`config.mk`:
```
export PLATFORM = sky130hd
export DESIGN_NAME = mem_responder
export DESIGN_NICKNAME = d
export VERILOG_FILES = /design/src/rtl/mem_pkg.sv /design/src/rtl/rq_fifo.sv /design/src/rtl/mem_responder.sv
export SDC_FILE = /design/constraint.sdc
export NUM_CORES = 1
export LEC_CHECK = 0
export BUFFER_PORTS_ARGS = -buffer_cell sky130_fd_sc_hd__clkbuf_2
export CAP_MARGIN = 10
export CORE_ASPECT_RATIO = 1.4
export CORE_MARGIN = 1.5
export CORE_UTILIZATION = 40
export DETAILED_ROUTE_END_ITERATION = 12
export MAX_ROUTING_LAYER = met4
export SLEW_MARGIN = 20
export SYNTH_ARGS = -nofsm -noshare
export SYNTH_HDL_FRONTEND = slang
export SYNTH_SLANG_ARGS = --single-unit
```
`constraint.sdc`:
```
create_clock -name clk -period 5.62 [get_ports clk]
set_clock_uncertainty 0.15 [all_clocks]
set_input_delay 0.281 -clock clk [delete_from_list [all_inputs] [get_ports clk]]
set_output_delay 0.281 -clock clk [all_outputs]
set_load 0.05 [all_outputs]
```
`src/rtl/mem_pkg.sv`:
```
// mem_pkg: shared definitions for the memory responder.
//   - FIFO_DEPTH_DEF : default request queue depth
//   - CMD_* / WIDTH_*: request command and width codes
//   - state_e        : responder FSM state encoding
//   - rq_t           : one queued request entry
//   - next_byte_addr : address of the second byte of a word (wraps at 16 bits)
package mem_pkg;

   localparam int FIFO_DEPTH_DEF = 2;

   localparam logic CMD_READ   = 1'b0;
   localparam logic CMD_WRITE  = 1'b1;
   localparam logic WIDTH_BYTE = 1'b0;
   localparam logic WIDTH_WORD = 1'b1;

   typedef enum logic [1:0] {
      ST_IDLE = 2'd0,
      ST_LO   = 2'd1,
      ST_HI   = 2'd2,
      ST_RESP = 2'd3
   } state_e;

   typedef struct packed {
      logic [15:0] addr;
      logic [15:0] data;
      logic        width;
      logic        cmd;
      logic        tag;
   } rq_t;

   // 0xFFFF rolls over to 0x0000 by plain 16-bit truncation.
   function automatic logic [15:0] next_byte_addr(input logic [15:0] a);
      return a + 16'h0001;
   endfunction

endpackage

```
`src/rtl/rq_fifo.sv`:
```
// rq_fifo: synchronous request queue with registered occupancy count.
// Ports:
//   clk      : clock
//   i_rst    : synchronous active-high reset (empties the queue)
//   i_push   : enqueue i_wdata (ignored when full)
//   i_wdata  : entry to enqueue
//   i_pop    : dequeue head (ignored when empty)
//   o_rdata  : current head entry
//   o_full   : queue holds DEPTH entries
//   o_empty  : queue holds no entries
//   o_count  : number of entries held
module rq_fifo
   import mem_pkg::*;
#(
   parameter int DEPTH = FIFO_DEPTH_DEF
) (
   input  logic                     clk,
   input  logic                     i_rst,
   input  logic                     i_push,
   input  rq_t                      i_wdata,
   input  logic                     i_pop,
   output rq_t                      o_rdata,
   output logic                     o_full,
   output logic                     o_empty,
   output logic [$clog2(DEPTH):0]   o_count
);

   localparam int AW = $clog2(DEPTH);
   localparam logic [AW:0]   CNT_FULL = (AW+1)'(DEPTH);
   localparam logic [AW:0]   CNT_ONE  = (AW+1)'(1);
   localparam logic [AW-1:0] PTR_ONE  = AW'(1);

   rq_t           r_mem [DEPTH];
   logic [AW-1:0] r_wr_ptr;
   logic [AW-1:0] r_rd_ptr;
   logic [AW:0]   r_count;
   logic          w_push_ok;
   logic          w_pop_ok;

   assign o_full    = (r_count == CNT_FULL);
   assign o_empty   = (r_count == {(AW+1){1'b0}});
   assign o_count   = r_count;
   assign o_rdata   = r_mem[r_rd_ptr];
   assign w_push_ok = i_push & ~o_full;
   assign w_pop_ok  = i_pop & ~o_empty;

   // Entry storage; contents need no reset because pointers gate visibility.
   always_ff @(posedge clk) begin
      if (w_push_ok) begin
         r_mem[r_wr_ptr] <= i_wdata;
      end
   end

   // Pointers and occupancy; a simultaneous push and pop leaves count unchanged.
   always_ff @(posedge clk) begin
      if (i_rst) begin
         r_wr_ptr <= {AW{1'b0}};
         r_rd_ptr <= {AW{1'b0}};
         r_count  <= {(AW+1){1'b0}};
      end else begin
         if (w_push_ok) r_wr_ptr <= r_wr_ptr + PTR_ONE;
         if (w_pop_ok)  r_rd_ptr <= r_rd_ptr + PTR_ONE;
         case ({w_push_ok, w_pop_ok})
            2'b10:   r_count <= r_count + CNT_ONE;
            2'b01:   r_count <= r_count - CNT_ONE;
            default: r_count <= r_count;
         endcase
      end
   end

endmodule

```
`src/rtl/mem_responder.sv`:
```
// mem_responder: queues memory requests and executes them, one byte per beat,
// on a byte-wide external bus; read results are returned with their tag.
// Ports:
//   clk, a_rst                       : clock, synchronous active-high reset
//   mem_rq_addr/data/prepare_addr    : request address, write data, MAR load
//   mem_rq_start/cmd/width, mem_t_id : enqueue strobe, read/write, byte/word, tag
//   mem_data_in/t_wr/wr              : read result, its tag, one-cycle strobe
//   hold, ovf                        : queue full, sticky dropped-request flag
//   bus_addr/dout/din/we/en/rdy      : byte-wide external bus
module mem_responder
   import mem_pkg::*;
#(
   parameter int FIFO_DEPTH = FIFO_DEPTH_DEF
) (
   input  logic        clk,
   input  logic        a_rst,
   input  logic [15:0] mem_rq_addr,
   input  logic [15:0] mem_rq_data,
   input  logic        mem_rq_prepare_addr,
   input  logic        mem_rq_start,
   input  logic        mem_rq_cmd,
   input  logic        mem_rq_width,
   input  logic        mem_t_id,
   output logic [15:0] mem_data_in,
   output logic        mem_data_t_wr,
   output logic        mem_data_wr,
   output logic        hold,
   output logic        ovf,
   output logic [15:0] bus_addr,
   output logic [7:0]  bus_dout,
   input  logic [7:0]  bus_din,
   output logic        bus_we,
   output logic        bus_en,
   input  logic        bus_rdy
);

   localparam int AW = $clog2(FIFO_DEPTH);

   state_e      r_state;
   logic [15:0] r_mar;
   logic        r_ovf;
   logic [7:0]  r_lo;
   logic [15:0] r_bus_addr;
   logic [7:0]  r_bus_dout;
   logic        r_bus_we;
   logic        r_bus_en;
   logic [15:0] r_data_in;
   logic        r_data_t_wr;
   logic        r_data_wr;

   rq_t         w_new;
   rq_t         w_head;
   logic        w_full;
   logic        w_empty;
   logic [AW:0] w_count;
   logic        w_pop;

   // A same-cycle prepare_addr supplies the address directly, bypassing MAR.
   assign w_new.addr  = mem_rq_prepare_addr ? mem_rq_addr : r_mar;
   assign w_new.data  = mem_rq_data;
   assign w_new.width = mem_rq_width;
   assign w_new.cmd   = mem_rq_cmd;
   assign w_new.tag   = mem_t_id;
   assign w_pop       = (r_state == ST_RESP) & ~w_empty;

   rq_fifo #(.DEPTH(FIFO_DEPTH)) u_rq_fifo (
      .clk     (clk),
      .i_rst   (a_rst),
      .i_push  (mem_rq_start),
      .i_wdata (w_new),
      .i_pop   (w_pop),
      .o_rdata (w_head),
      .o_full  (w_full),
      .o_empty (w_empty),
      .o_count (w_count)
   );

   assign hold          = w_full;
   assign ovf           = r_ovf;
   assign bus_addr      = r_bus_addr;
   assign bus_dout      = r_bus_dout;
   assign bus_we        = r_bus_we;
   assign bus_en        = r_bus_en;
   assign mem_data_in   = r_data_in;
   assign mem_data_t_wr = r_data_t_wr;
   assign mem_data_wr   = r_data_wr;

   // Address register and sticky overflow flag.
   always_ff @(posedge clk) begin
      if (a_rst) begin
         r_mar <= 16'h0000;
         r_ovf <= 1'b0;
      end else begin
         if (mem_rq_prepare_addr) r_mar <= mem_rq_addr;
         if (mem_rq_start && w_full) r_ovf <= 1'b1;
      end
   end

   // Transfer FSM; bus and result outputs are set on the edge entering each state.
   always_ff @(posedge clk) begin
      if (a_rst) begin
         r_state     <= ST_IDLE;
         r_lo        <= 8'h00;
         r_bus_addr  <= 16'h0000;
         r_bus_dout  <= 8'h00;
         r_bus_we    <= 1'b0;
         r_bus_en    <= 1'b0;
         r_data_in   <= 16'h0000;
         r_data_t_wr <= 1'b0;
         r_data_wr   <= 1'b0;
      end else begin
         r_data_wr <= 1'b0;
         case (r_state)
            ST_IDLE: begin
               if (w_count != {(AW+1){1'b0}}) begin
                  r_state    <= ST_LO;
                  r_bus_en   <= 1'b1;
                  r_bus_we   <= w_head.cmd;
                  r_bus_addr <= w_head.addr;
                  r_bus_dout <= w_head.data[7:0];
               end
            end
            ST_LO: begin
               if (bus_rdy) begin
                  r_lo <= bus_din;
                  if (w_head.width == WIDTH_WORD) begin
                     r_state    <= ST_HI;
                     r_bus_addr <= next_byte_addr(w_head.addr);
                     r_bus_dout <= w_head.data[15:8];
                  end else begin
                     r_state  <= ST_RESP;
                     r_bus_en <= 1'b0;
                     r_bus_we <= 1'b0;
                     if (w_head.cmd == CMD_READ) begin
                        r_data_wr   <= 1'b1;
                        r_data_in   <= {8'h00, bus_din};
                        r_data_t_wr <= w_head.tag;
                     end
                  end
               end
            end
            ST_HI: begin
               if (bus_rdy) begin
                  r_state  <= ST_RESP;
                  r_bus_en <= 1'b0;
                  r_bus_we <= 1'b0;
                  if (w_head.cmd == CMD_READ) begin
                     r_data_wr   <= 1'b1;
                     r_data_in   <= {bus_din, r_lo};
                     r_data_t_wr <= w_head.tag;
                  end
               end
            end
            ST_RESP: begin
               r_state <= ST_IDLE;
            end
            default: begin
               r_state  <= ST_IDLE;
               r_bus_en <= 1'b0;
               r_bus_we <= 1'b0;
            end
         endcase
      end
   end

endmodule

```
After elaboration in Yosys (flattened, before gate mapping)
Memories as Yosys holds them, arrays and structs flattened. A register that Yosys moved wholly into a read port is not among the register bits.
Index checks and enable logic that the tools add are counted.
Storage, ports and cells
  bits in writable memories: 70
  logic and storage cells: 94
  register bits: 75
  input port bits: 48
  output and inout port bits: 46
  memories kept: 1
Operators by class
  equal/unequal tests: 13
  add/sub/neg operators: 5
  bitwise gates (word level): 5
  multiplexer cells: 42
  reduce and logical (&&, ||, !) cells: 14
Memories
  u_rq_fifo.r_mem: depth 2, width 35, read ports 1, clocked after memory_dff 1, wr ports 1, line rq_fifo.sv:33  | rq_t r_mem [DEPTH];
Operators with widths (count)
  $mux W16: 9
  $pmux W16 S2: 2
  $mux W8: 3
  $mux W1: 18
  $add A16 B1 Y16 const B: 1
  $pmux W8 S2: 1
  $ne A2 B2 Y1 const B: 6
  $eq A2 B2 Y1 const B: 4
  $pmux W2 S4: 1
  $reduce_and A4 Y1: 2
  $reduce_bool A2 Y1: 4
  $mux W2: 3
  $pmux W1 S3: 2
  $reduce_and A6 Y1: 1
  $reduce_and A5 Y1: 1
  $eq A2 B1 Y1 const B: 2
  $logic_not A2 Y1: 2
  $pmux W1 S2: 2
  $pmux W2 S2: 1
  $and A1 B1 Y1: 3
  $reduce_and A3 Y1: 1
  $reduce_bool A3 Y1: 1
  $add A1 B1 Y1 const B: 2
  $add A2 B1 Y2 const B: 1
  5 further kinds: 6

Longest topological paths before layout
  depth in word-level cells: 6
  gate-level depth with buffers: 12
  gate-level depth less buffers: 7

Hierarchy
A second synthesis with hierarchy kept.
Unflattened totals
  cell total of the unflattened synthesis: 478
  area, all modules: 5987.0 sq um
By module, submodules not included
  mem_responder: seq. area each 1421.4 sq um, instances 1, area an instance 3246.9 sq um, cells each 343
  rq_fifo: seq. area each 2202.1 sq um, instances 1, area an instance 2740.1 sq um, cells each 135

Least setup slack after synthesis
No wires, ideal clock.
  path kind: reg2reg
  from: reg (tool-made name)
  to: reg r_bus_addr[12] (netlist: bus_addr[12])
  period minus slack after synthesis: 2.904 ns
  data required time: 5.348 ns
  path slack: 2.716 ns
  cell stages (with the launch flop): 13
  setup time: 0.122 ns
  data arrival time: 2.632 ns
  path buffers: 5
  cells stage by stage: dfxtp_1 -> buf_6 -> buf_12 -> buf_12 -> buf_2 -> buf_2 -> mux2_2 -> ha_1 -> nand2_1 -> nor4_2 -> and2_1 -> a2111oi_0 -> a311o_1
RTL lines
  end signal: assignment: line mem_responder.sv:119  | r_bus_addr <= w_head.addr;
  end signal: assignment: line mem_responder.sv:128  | r_bus_addr <= next_byte_addr(w_head.addr);
  end: declaration: line mem_responder.sv:43  | logic [15:0] r_bus_addr;

==> results.md <==
| Metric | This run | Unit |
| --- | --- | --- |
| Cell type contributing the most total cell area after synthesis | edfxtp_1 | - |
| Max Fclk | 318.6 | MHz |
| Total Negative Setup Slacks | 0 | ps |
| Synth Flop Type | dfxtp_1 | - |
| Relative max-transition margin | 29.15 | % |
| Peak supply drop | 0.2093 | mV |
| Clock-pin transition on the worst setup and hold timing paths | 60 | ps |
| Initial core utilization | 41.22 | % |
| Area of the placeable core | 14,570 | um^2 |
| Average detailed-routed wire length per instance | 15.15 | um |
| Net count reported at finish | 650 | - |
| Largest net degree at the start of global routing | 62 | - |
| I/O Pins | 94 | - |
| Fraction of final layout cells with drive strength greater than 1 | 28.95 | % |
| Crit Path Class | flop to flop | - |
| Setup fix buffers added after clock tree synthesis | 0 | - |
| Data arrival time of the critical path | 3280 | ps |
| Net switching share of the total power | 35.98 | % |
| Buffer type at the clock tree root | clkbuf_16 | - |
| Count of max-cap constraint violations | 0 | - |
| Minimum period implied by the final worst setup slack | 3138 | ps |
| Final routed DRC violation total | 0 | - |
| Final-report setup violation count | 0 | - |
| Iteration-0 DRC Markers | 168 | - |
| Peak fanout along the critical path | 41 | - |
| Count of buffers from port buffering | 93 | - |
| Worst setup EP type | flop | - |
| Final antenna-violating net count | 0 | - |
| Critical path data required time | 5770 | ps |
| Internal cell power | 0.002326 | W |
| Result of the run | complete, no violations | - |
| First-pass GRT wire length | 19,930 | um |
| Cell Pwr Density | 485.8 | nW/um^2 |
| Cell row count | 52 | - |
| Relative contribution of sequential cells to total power | 38.3 | % |
| Synth unique cells | 64 | - |
| Syn-to-layout area delta | 24.52 | % |
| Vias in the first global route | 4,040 | - |
| Final hold violation count | 0 | - |
| CP Launch Type | flop | - |
| Synthesized Nets | 534 | - |
| Worst-margin pin slew | 1063 | ps |
| Max-slew violation total from the final report | 0 | - |
| TritonCTS clock tree | built | - |
| Deepest level of the CTS H-tree | 4 | - |
| Static Leak | 2.826 | nW |
| Number of synthesis warnings | 0 | - |
| Cell types occupying the most area after synthesis | edfxtp_1, dfxtp_1, mux2_2 | - |
| Width of the die | 106.6 | um |
| Via count | 4,041 | - |
| Sequential-to-total area share from yosys stat | 60.32 | % |
| Number of antenna repair diodes | 0 | - |
| Combinational share of power | 29.6 | % |
| Most frequent cells after synthesis | dfxtp_1, edfxtp_1, nand2_1, nor2_1, a21oi_1 | - |
| Die area | 15,770 | um^2 |
| Number of buffers on the longest clock path | 2 | - |
| Number of flops mapped to enable cells by yosys | 70 | - |
| Half-perimeter wire length after placement | 8321 | um |
| Proportion of netlist area held by the largest area contributor | 34.99 | % |
| RSZ-0062 raised after global routing | no | - |
| Quantity of hold-fixing buffers added after cts | 27 | - |
| Count leader, synth | dfxtp_1 | - |
| TritonCTS Sinks | 146 | - |
| Worst-skew pair later-pin latency | 410 | ps |
| Total power draw | 0.003633 | W |
| Post-cts resize count | 0 | - |
| Hold WC Path Type | input port to flop | - |
| Detailed Routing Iterations Pass 1 | 4 | - |
| Total Routing Usage GR | 16.67 | % |
| Mean instance size in the synthesized netlist | 12.54 | um^2 |
| Weighted congestion at the end of routability-driven global placement | 0.8569 | - |
| Overall die height | 148 | um |
| Total clock buffers created by CTS | 17 | - |
| Number of instances in the synthesized netlist | 479 | - |
| Net load switching power | 0.001307 | W |
| Via/cell ratio | 5.070 | - |
| Post-Route WL | 12,070 | um |
| Remaining global-route overflow | 0 | - |
| Total standard cell area after synthesis | 6007 | um^2 |
| Clock group share of total power | 32.2 | % |
| Share of async-settable or async-resettable flops after synthesis | 0 | % |
| Final Cycle Share | 55.85 | % |
| Flip-flop and latch count after synthesis | 146 | - |
| Number of antenna violations at the first check in global routing | 0 | - |
==> registers in the layout, summed over array words and instances (netlist names), named ones only <==
| register | cells |
|---|---|
| bus_addr | 16 |
| bus_dout | 8 |
| bus_en | 1 |
| bus_we | 1 |
| mem_data_in | 16 |
| mem_data_t_wr | 1 |
| mem_data_wr | 1 |
| ovf | 1 |
| r_lo | 8 |
| r_mar | 16 |
| r_state | 2 |
| u_rq_fifo.o_count | 2 |
| u_rq_fifo.r_mem | 70 |
| u_rq_fifo.r_rd_ptr | 1 |
| u_rq_fifo.r_wr_ptr | 1 |
==> layer usage <==
metal  global-route usage, %  routed length [um]  vias up
met3                   3.131                 486       18
met1                   19.90                5200     1912
met4                   7.533                 240        0
met5                       -                   0        -
li1                        -                   -     2008
met2                   27.31                6144      103
==> critical path, cell delays in order (launching register included) <==
cell and delay, ps:
dfxtp_2 1030, mux2_2 340, ha_1 150, nand2_1 100, nor4_2 540, and2_1 250
a2111oi_0 100, a311o_1 350
==> power by group through the flow <==
stage | logic (W) | registers, W | clock network, W
4_1_cts | 0.00109 | 0.00139 | 0.00119
6_report | 0.00108 | 0.00139 | 0.00117
3_5_place_dp | 0.00107 | 0.00141 | 0
2_1_floorplan | 0.000513 | 0.00170 | 0
3_3_place_gp | 0.00105 | 0.00141 | 0
5_1_grt | 0.00117 | 0.00141 | 0.00124
==> final cells by class <==
cell class	count	area, um^2
clock buffers	17	425.4
inverters	5	18.77
fillers	1272	7094
well taps	189	236.5
multi-input cells	300	2210
repair buffers	125	773.2
flip-flops and latches	146	3625
clock inverters	15	191.4
==> path summary, 6_finish.rpt <==
| check | from | to | slack, ps | depth (start not counted) |
|---|---|---|---|---|
| setup / recovery | flop | bus_addr[12] | 2480 | 7 |
| hold / removal | bus_din[1] | r_lo[1] | 30 | 3 |
| setup reg to reg | flop | bus_addr[12] | 2480 | 7 |
| hold reg to reg | r_lo[7] | r_lo[7] | 310 | 2 |
==> stage by stage <==
stage / hold slack [ps] / cell area, um^2 / instances / setup slack (ps) / util, %
after floorplan: 229.9 / 6007 / 479 / 2716 / -
after global placement: 292.4 / 6593 / 738 / 2548 / 45.24
after detailed placement: 300.0 / 6593 / 738 / 2476 / 45.24
after CTS: 7.312 / 7480 / 797 / 2474 / 51.32
after global routing: 28.95 / 7480 / 797 / 2244 / 51.32
final: 33.53 / 7480 / 797 / 2482 / 51.32
==> cells by family (layout without fill, tap and decap cells) <==
family	count (synthesis)	after routing	share of synthesized area (%)
and+or+nand+nor	156	156	13.66
DFF	146	146	60.32
muxes	55	55	11.39
buffers and inverters	33	162	3.020
adders and majority gates	7	7	1.458
xor gates and xnor gates	8	8	1.166
AOI/OAI and AO/OA	74	74	8.977
==> cell usage in the layout (no fill, tap or decap), types with 3 or more instances in the layout <==
cell           count
clkbuf_2          93
dfxtp_1           75
edfxtp_1          70
nand2_1           46
nor2_1            32
dlygate4sd3_1     27
a21oi_1           25
mux2_2            24
nand3_1           24
mux2i_1           22
and2_1            17
clkbuf_16         17
a211oi_1          11
a22oi_1            9
mux4_2             8
ha_1               7
inv_6              6
inv_1              5
nand3b_1           5
nor3_1             5
buf_4              5
and3_1             4
xnor2_1            4
xor2_1             4
a311o_1            4
nand2b_1           3
o31ai_1            3
bufinv_16          3
clkinvlp_4         3
Note: power is estimated with default switching activity, not from simulation.
